==> src/rtl/ex_muldiv_iter_if.sv <==
// Handshake and result bus between the EX stage and the iterative mul/div unit.
// The EX side (master) presents operations and consumes results; the unit is the slave.
interface ex_muldiv_iter_if #(
  parameter int WIDTH = 32
);
  logic             start_valid;
  logic             start_ready;
  logic [1:0]       op;
  logic [WIDTH-1:0] op_a;
  logic [WIDTH-1:0] op_b;
  logic             annul;
  logic             result_valid;
  logic             result_ready;
  logic [WIDTH-1:0] hi;
  logic [WIDTH-1:0] lo;
  logic             busy;

  modport master (
    output start_valid, op, op_a, op_b, annul, result_ready,
    input  start_ready, result_valid, hi, lo, busy
  );

  modport slave (
    input  start_valid, op, op_a, op_b, annul, result_ready,
    output start_ready, result_valid, hi, lo, busy
  );
endinterface

==> src/rtl/ex_muldiv_iter.sv <==
// Iterative multiply/divide unit for the EX stage.
// One shared shift/add datapath produces one result bit per CALC cycle.
// Operands are made non-negative on entry, and the sign is repaired in a single FIX cycle.
// {hi_q, lo_q} serves as the 2W product accumulator for MUL. For DIV it holds the
// remainder in hi_q and the dividend/quotient in lo_q.
module ex_muldiv_iter #(
  parameter int WIDTH = 32,
  parameter int CNT_W = 6
) (
  input  logic            clk,
  input  logic            rst,
  ex_muldiv_iter_if.slave bus
);

  typedef enum logic [1:0] {
    IDLE,
    CALC,
    FIX,
    DONE
  } state_e;

  localparam logic [CNT_W-1:0] CntLast = CNT_W'(WIDTH - 1);

  state_e           state_q, state_d;
  logic             accept;
  logic             startReady;

  logic             isDiv_q, isDiv_d;
  logic             signA_q, signA_d;
  logic             signB_q, signB_d;
  logic             divZero_q, divZero_d;
  logic [WIDTH-1:0] opnd_q, opnd_d;
  logic [WIDTH-1:0] rawA_q, rawA_d;
  logic [WIDTH-1:0] hi_q, hi_d;
  logic [WIDTH-1:0] lo_q, lo_d;
  logic [CNT_W-1:0] cnt_q, cnt_d;

  logic             opSigned;
  logic [WIDTH-1:0] absA;
  logic [WIDTH-1:0] absB;
  logic [WIDTH:0]   mulSum;
  logic [WIDTH:0]   divShift;
  logic             divGeq;
  logic [WIDTH-1:0] divDiff;
  logic [2*WIDTH-1:0] prodNeg;

  // Magnitudes of the presented operands: abs applies to signed ops only, and -2^(W-1) stays 2^(W-1) unsigned.
  always_comb begin
    opSigned = ~bus.op[0];
    absA     = (opSigned && bus.op_a[WIDTH-1]) ? -bus.op_a : bus.op_a;
    absB     = (opSigned && bus.op_b[WIDTH-1]) ? -bus.op_b : bus.op_b;
  end

  // Single-step arithmetic: a shift-add for MUL, a restoring subtract for DIV, and a 2W negation for the MUL sign fix.
  always_comb begin
    mulSum   = {1'b0, hi_q} + {1'b0, opnd_q};
    divShift = {hi_q, lo_q[WIDTH-1]};
    divGeq   = (divShift >= {1'b0, opnd_q});
    divDiff  = divShift[WIDTH-1:0] - opnd_q;
    prodNeg  = -{hi_q, lo_q};
  end

  // Next-state logic and handshake outputs; annul forces IDLE and blocks any accept in the same cycle.
  always_comb begin
    state_d          = state_q;
    accept           = 1'b0;
    startReady       = (state_q == IDLE) && !rst && !bus.annul;
    bus.start_ready  = startReady;
    bus.result_valid = (state_q == DONE);
    bus.busy         = (state_q != IDLE);
    if (bus.annul) begin
      state_d = IDLE;
    end else begin
      case (state_q)
        IDLE: begin
          if (bus.start_valid && startReady) begin
            accept  = 1'b1;
            state_d = CALC;
          end
        end
        CALC: begin
          if (cnt_q == CntLast) begin
            state_d = FIX;
          end
        end
        FIX: begin
          state_d = DONE;
        end
        DONE: begin
          if (bus.result_ready) begin
            state_d = IDLE;
          end
        end
        default: begin
          state_d = IDLE;
        end
      endcase
    end
  end

  // Datapath next values: operands are loaded on accept, iterated in CALC and sign-corrected in FIX.
  always_comb begin
    isDiv_d   = isDiv_q;
    signA_d   = signA_q;
    signB_d   = signB_q;
    divZero_d = divZero_q;
    opnd_d    = opnd_q;
    rawA_d    = rawA_q;
    hi_d      = hi_q;
    lo_d      = lo_q;
    cnt_d     = cnt_q;
    case (state_q)
      IDLE: begin
        if (accept) begin
          isDiv_d   = bus.op[1];
          signA_d   = opSigned & bus.op_a[WIDTH-1];
          signB_d   = opSigned & bus.op_b[WIDTH-1];
          divZero_d = bus.op[1] & (bus.op_b == '0);
          rawA_d    = bus.op_a;
          opnd_d    = bus.op[1] ? absB : absA;
          hi_d      = '0;
          lo_d      = bus.op[1] ? absA : absB;
          cnt_d     = '0;
        end
      end
      CALC: begin
        cnt_d = cnt_q + CNT_W'(1);
        if (isDiv_q) begin
          if (divGeq) begin
            hi_d = divDiff;
            lo_d = {lo_q[WIDTH-2:0], 1'b1};
          end else begin
            hi_d = divShift[WIDTH-1:0];
            lo_d = {lo_q[WIDTH-2:0], 1'b0};
          end
        end else begin
          if (lo_q[0]) begin
            {hi_d, lo_d} = {mulSum, lo_q[WIDTH-1:1]};
          end else begin
            {hi_d, lo_d} = {1'b0, hi_q, lo_q[WIDTH-1:1]};
          end
        end
      end
      FIX: begin
        if (isDiv_q) begin
          if (divZero_q) begin
            lo_d = '1;
            hi_d = rawA_q;
          end else begin
            lo_d = (signA_q ^ signB_q) ? -lo_q : lo_q;
            hi_d = signA_q ? -hi_q : hi_q;
          end
        end else if (signA_q ^ signB_q) begin
          {hi_d, lo_d} = prodNeg;
        end
      end
      default: begin
      end
    endcase
  end

  // FSM state register with synchronous reset.
  always_ff @(posedge clk) begin
    if (rst) begin
      state_q <= IDLE;
    end else begin
      state_q <= state_d;
    end
  end

  // Datapath registers; reset clears the result and the counter.
  always_ff @(posedge clk) begin
    if (rst) begin
      isDiv_q   <= 1'b0;
      signA_q   <= 1'b0;
      signB_q   <= 1'b0;
      divZero_q <= 1'b0;
      opnd_q    <= '0;
      rawA_q    <= '0;
      hi_q      <= '0;
      lo_q      <= '0;
      cnt_q     <= '0;
    end else begin
      isDiv_q   <= isDiv_d;
      signA_q   <= signA_d;
      signB_q   <= signB_d;
      divZero_q <= divZero_d;
      opnd_q    <= opnd_d;
      rawA_q    <= rawA_d;
      hi_q      <= hi_d;
      lo_q      <= lo_d;
      cnt_q     <= cnt_d;
    end
  end

  assign bus.hi = hi_q;
  assign bus.lo = lo_q;

endmodule

==> src/flat_wrapper.sv <==
// flat-port wrapper written by rule: the top's interface ports become plain ports
module ex_muldiv_iter_flat 
#(
  parameter int WIDTH = 32,
  parameter int CNT_W = 6
)
  (clk, rst, bus_start_valid, bus_op, bus_op_a, bus_op_b, bus_annul, bus_result_ready, bus_start_ready, bus_result_valid, bus_hi, bus_lo, bus_busy);
  ex_muldiv_iter_if #(.WIDTH(WIDTH)) bus_i ();
  input  logic clk;
  input  logic rst;
  input wire logic [$bits(bus_i.start_valid)-1:0] bus_start_valid;
  input wire logic [$bits(bus_i.op)-1:0] bus_op;
  input wire logic [$bits(bus_i.op_a)-1:0] bus_op_a;
  input wire logic [$bits(bus_i.op_b)-1:0] bus_op_b;
  input wire logic [$bits(bus_i.annul)-1:0] bus_annul;
  input wire logic [$bits(bus_i.result_ready)-1:0] bus_result_ready;
  output wire logic [$bits(bus_i.start_ready)-1:0] bus_start_ready;
  output wire logic [$bits(bus_i.result_valid)-1:0] bus_result_valid;
  output wire logic [$bits(bus_i.hi)-1:0] bus_hi;
  output wire logic [$bits(bus_i.lo)-1:0] bus_lo;
  output wire logic [$bits(bus_i.busy)-1:0] bus_busy;
  assign bus_i.start_valid = bus_start_valid;
  assign bus_i.op = bus_op;
  assign bus_i.op_a = bus_op_a;
  assign bus_i.op_b = bus_op_b;
  assign bus_i.annul = bus_annul;
  assign bus_i.result_ready = bus_result_ready;
  assign bus_start_ready = bus_i.start_ready;
  assign bus_result_valid = bus_i.result_valid;
  assign bus_hi = bus_i.hi;
  assign bus_lo = bus_i.lo;
  assign bus_busy = bus_i.busy;
  ex_muldiv_iter #(.WIDTH(WIDTH), .CNT_W(CNT_W)) u_core (.clk(clk), .rst(rst), .bus(bus_i));
endmodule
==> config.mk <==
export PLATFORM = sky130hd
export DESIGN_NAME = ex_muldiv_iter_flat
export DESIGN_NICKNAME = d
export VERILOG_FILES = /design/src/rtl/ex_muldiv_iter_if.sv /design/src/rtl/ex_muldiv_iter.sv /design/src/flat_wrapper.sv
export SDC_FILE = /design/constraint.sdc
export NUM_CORES = 1
export LEC_CHECK = 0
export CORE_ASPECT_RATIO = 0.9
export CORE_UTILIZATION = 35
export CTS_CLUSTER_SIZE = 14
export DETAILED_ROUTE_END_ITERATION = 7
export GPL_TIMING_DRIVEN = 1
export SLEW_MARGIN = 40
export SYNTH_ARGS = -nofsm -noshare
export SYNTH_HDL_FRONTEND = slang
export SYNTH_SLANG_ARGS = --single-unit
==> constraint.sdc <==
create_clock -name clk -period 10.3 [get_ports clk]
set_input_delay 2.06 -clock clk [delete_from_list [all_inputs] [get_ports clk]]
set_output_delay 2.06 -clock clk [all_outputs]
set_load 0.05 [all_outputs]
# Yosys cells after proc, flatten, opt, wreduce, memory -nomap -nowiden

Index checks and enable logic that the tools add are counted.
Widths: inputs -> output; s select.

ROM bits: 0
Latch bits: 0
Bits in registers: 140
Word-level logic and storage cells: 84
Bits in writable memories: 0
Memories kept: 0
Output and inout bits: 67

Bitwise operators: 5
Equal/unequal tests: 11
Divide/modulo/power cells: 0
Order comparisons: 1
Shifts and indexed selects: 0
Reductions and logical operators: 18
Add/subtract/negate cells: 8
Mux-type cells: 31
Multiply operators: 0

Operator list:

| kind                | count |
|---|---|
| $mux 32             | 19 |
| $pmux 32 s3         | 2 |
| $neg 32->32         | 4 |
| $neg 64->64         | 1 |
| $add 32x32->33      | 1 |
| $ge 33x32->1        | 1 |
| $logic_not 32->1    | 1 |
| $sub 32x32->32      | 1 |
| $pmux 6 s2          | 1 |
| $pmux 2 s4          | 1 |
| $reduce_and 4->1    | 2 |
| $add 6x1->6 const B | 1 |
| $eq 6x5->1 const B  | 1 |
| $mux 2              | 3 |
| $mux 6              | 1 |
| $ne 3x1->1 const B  | 2 |
| $logic_and 1x1->1   | 5 |
| $eq 2x2->1 const B  | 2 |
| $mux 1              | 4 |
| $ne 2x1->1 const B  | 2 |
| $ne 2x2->1 const B  | 2 |
| $ne 4x4->1 const B  | 1 |
| $reduce_and 2->1    | 2 |
| $reduce_bool 2->1   | 2 |
| other kinds (9)     | 12 |

# Depth between registers and ports, before layout

Depth after elaboration: 9
Gate-level depth with buffers: 14

# Worst setup path after synthesis

No wires, ideal clock.

Path type: input-to-reg
Start: in bus_annul
End: reg u_core.hi_q[26] (netlist: u_core.bus.hi[26])
Path slack: 4.965 ns
Data arrival time: 5.248 ns
Stages on the path: 11
Library setup time: 0.087 ns
Data required time: 10.213 ns
Path through: nor3b_1 > and2_1 > clkbuf_1 > a21oi_1 > or2_2 > clkbuf_1 > nor2_1 > clkbuf_1 > o221a_2 > a21oi_1 > o31ai_1

Word-level cells in the longest chain between the ends: 8

Ends and longest elaborated chain:

| what                                  | line                  | source |
|---|---|---|
| start: declaration                    | flat_wrapper.sv:15    | `input wire logic [$bits(bus_i.annul)-1:0] bus_annul;` |
| $logic_not 1->1                       | ex_muldiv_iter.sv:67  | `startReady = (state_q == IDLE) && !rst && !bus.annul;` |
| $logic_and 1x1->1                     | ex_muldiv_iter.sv:67  |  |
| $logic_and 1x1->1                     | ex_muldiv_iter.sv:76  | `if (bus.start_valid && startReady) begin` |
| $mux 1                                | ex_muldiv_iter.sv:76  |  |
| $mux 1                                | ex_muldiv_iter.sv:74  | `case (state_q)` |
| $mux 1 (*)                            | ex_muldiv_iter.sv:71  | `if (bus.annul) begin` |
| $ne 2x1->1 (no source line) (*)       | -                     |  |
| $reduce_and 4->1 (no source line) (*) | -                     |  |
| end signal: assignment                | ex_muldiv_iter.sv:190 | `hi_q <= hi_d;` |
| end: declaration                      | ex_muldiv_iter.sv:34  | `logic [WIDTH-1:0] hi_q, hi_d;` |

Mark *: on every way between the ends. The rest lies on a longest branch, timed or not.
A chain may end at the register's enable or synchronous reset.

# Worst setup path after layout

Start: in bus_annul
End: out bus_start_ready

Word-level cells in the longest chain between the ends: 2

Ends and longest elaborated chain:

| what              | line                 | source |
|---|---|---|
| $logic_not 1->1   | ex_muldiv_iter.sv:67 |  |
| $logic_and 1x1->1 | ex_muldiv_iter.sv:67 |  |
| end: declaration  | flat_wrapper.sv:17   | `output wire logic [$bits(bus_i.start_ready)-1:0] bus_start_ready;` |

Every way passes these cells.

==> results by group <==
Outcome
  – Outcome: complete, no violations

Global route
  – Total track usage: 29.2%
  – Initial antenna violation count: 1
  – Largest net degree at the start of global routing: 91
  – Congestion Overflow GR: 0
  – Vias in the first global route: 15268
  – Global-route wire length before repair: 95600 um

Clock network
  – Worst-case clock buffer depth: 2
  – Post-cts resize count: 0
  – CTS tree: yes
  – Clk_lat worst skew: 450 ps
  – Hold_buf cts: 0
  – CTS sink cnt: 140
  – Number of post-CTS setup repair buffers: 0
  – Root Driver: clkbuf_16
  – Worst-path clk slew: 70 ps
  – H-tree levels: 4
  – CTS buffer count: 17

STA
  – Max Transition Viols Final: 0
  – Setup_tns: 0 ps
  – Worst Skew: 14.2 ps
  – Fmax achieved: 175 MHz
  – Final Setup Violations: 0
  – Final Hold Vio Count: 0
  – RSZ-0062 raised after global routing: false
  – Slew margin rel.: 42.3%
  – Period utilisation layout: 55.5%
  – Worst hold slack: 457 ps
  – Worst Max-Slew Pin Slew: 865 ps
  – Period minus WS final: 5710 ps

Route
  – WL/cell: 23.3 um
  – Final WL: 63400 um
  – Vias per cell: 6.09
  – Initial DRT Pass Iterations: 5
  – Via count: 16564
  – Iter 0 DRT Violations: 2063
  – DRC viols: 0
  – ANT nets after route: 0

Run
  – Max_cap viols: 0

Min path
  – Hold WC Path Type: reg -> reg

Floorplan
  – Die area: 42900 um^2
  – Die W: 218 um
  – Core footprint: 41100 um^2
  – Die Ht: 197 um
  – # IOs: 138
  – FP Rows: 70
  – Starting density of the core: 35.8%

Critical path
  – CP Capture Type: output pin
  – Crit path required time: 8240 ps
  – Crit path DAT: 3650 ps
  – CP Max Fanout: 4
  – Class of the most critical setup path: in -> out
  – Worst setup SP type: primary input

Place
  – Dpl hpwl: 47900 um
  – Buffers on Ports: 137
  – GP Congestion: 0.994

Synth
  – #FFs+latches synth: 140
  – Syn Inst Count: 2140
  – Yosys cell types: 80
  – Synth warn: 0
  – FFs w/ async S/R, synth: 0%
  – Mapped cell area: 14700 um^2
  – Sequential area share after synthesis: 19.0%
  – EDFF count, synth: 0
  – Synth Flop Type: dfxtp_1
  – Syn_nets: 2287
  – Avg Cell Area, Syn: 6.88 um^2

Power and ir drop
  – Pleak: 6.28 nW
  – Power density cells: 109 nW/um^2
  – VDD IR max: 0.126 mV

Finish
  – Antenna cells: 0
  – Layout cells sized above 1: 5.64%
  – Final Net Count: 2315
  – Area grow syn2layout: 15.9%
## placed cells by master (no fill, tap or decap), drive strengths merged, types with 49 or more instances in the layout
cell type        n
ha              74
o21ai          171
a21oi          234
nand2          267
dfxtp          140
clkdlybuf4s50  135
xnor2           90
nor2           201
xor2            60
inv             81
nor3            72
mux2i           49
## worst paths after layout
check | start | end | slack [ps] | depth (start not counted)
setup / recovery | bus_annul | bus_start_ready | 4590 | 3
hold / removal | u_core.rawA_q[23] | u_core.rawA_q[23] | 460 | 2
setup reg to reg | u_core.bus.hi[0] | u_core.bus.hi[16] | 5660 | 10
hold reg to reg | u_core.rawA_q[23] | u_core.rawA_q[23] | 460 | 2
## where the power goes
group          internal, W  switching [W]
logic             0.000207       0.000385
registers         0.000559      0.0000319
clock network     0.000395       0.000278
## Yosys cell counts (6+ instances only)
library cell,count,area (um^2)
nand2_1,267,1000
a21oi_1,234,1170
nor2_1,200,751
o21ai_0,165,826
dfxtp_1,140,2800
clkbuf_1,132,495
xnor2_1,90,788
inv_1,80,300
ha_1,74,926
nor3_1,72,360
xor2_1,60,526
mux2i_1,49,490
o211ai_1,44,330
nand3_1,43,215
a211oi_1,41,308
a31oi_1,34,213
mux2_2,28,315
a21o_1,25,188
nor2b_1,25,156
nor4_1,23,144
nand4_1,21,131
o31ai_1,21,158
or3_1,17,106
buf_1,15,56.3
and3_1,14,87.6
nand2b_1,13,81.3
or4_1,13,97.6
a221oi_1,12,105
a221o_1,10,100
and2_1,10,62.6
o21a_1,10,75.1
a32oi_1,9,78.8
a311oi_1,8,70.1
o31a_1,8,70.1
or2_2,8,50.1
a22o_1,7,61.3
o21bai_1,7,52.6
a211o_1,6,52.6
o21ai_1,6,30.0
o221ai_1,6,52.6
## per-stage QoR
step | area, um^2 | setup WS (ps) | util (%) | std cells | total power [W]
floorplan | 14700 | 4960 | - | 2140 | 0.000964
global placement | 16400 | 4590 | 39.9 | 2688 | 0.00117
detailed placement | 16400 | 4580 | 40.0 | 2689 | 0.00118
CTS | 17100 | 4570 | 41.5 | 2721 | 0.00185
global route | 17100 | 4500 | 41.5 | 2721 | 0.00193
finish | 17100 | 4590 | 41.5 | 2721 | 0.00186
## kinds of logic after synthesis
kind of cell    after synthesis  share of synthesized area, %
compound gates              707                          30.0
xor+xnor                    150                          8.92
fa+ha+maj                    76                          6.56
buf+inv                     235                          6.09
flops                       140                          19.0
mux                          77                          5.47
simple gates                755                          23.9
## routing by layer
layer	up-vias	track usage, %	wire [um]	part of all wire, %
met1	7862	42.5	28900	46
li1	7832	-	-	-
met4	0	8.91	1760	2.8
met2	788	41.8	26300	42
met5	-	0	0	0
met3	82	6.96	6390	10
## flip-flops by register name (all words and copies together), names as in the netlist
name,flops
u_core.opnd_q,32
u_core.isDiv_q,1
u_core.signA_q,1
u_core.rawA_q,32
u_core.signB_q,1
u_core.bus.lo,32
u_core.bus.hi,32
u_core.state_q,2
u_core.divZero_q,1
u_core.cnt_q,6
## worst max-delay path: stages
cell and delay, ps:
clkdlybuf4s50_1 460, nor3b_1 280, clkdlybuf4s50_1 850
## final cells by class
| cell class | count | area, um^2 |
|---|---|---|
| clock inverter | 14 | 168 |
| clock buffer | 18 | 450 |
| multi-input combinational | 1765 | 11100 |
| fill | 4275 | 24000 |
| sequential | 140 | 2810 |
| inverter | 83 | 312 |
| timing repair buffer | 161 | 1550 |
| tap | 540 | 676 |
No activity file was read; power rests on OpenSTA's default activity.
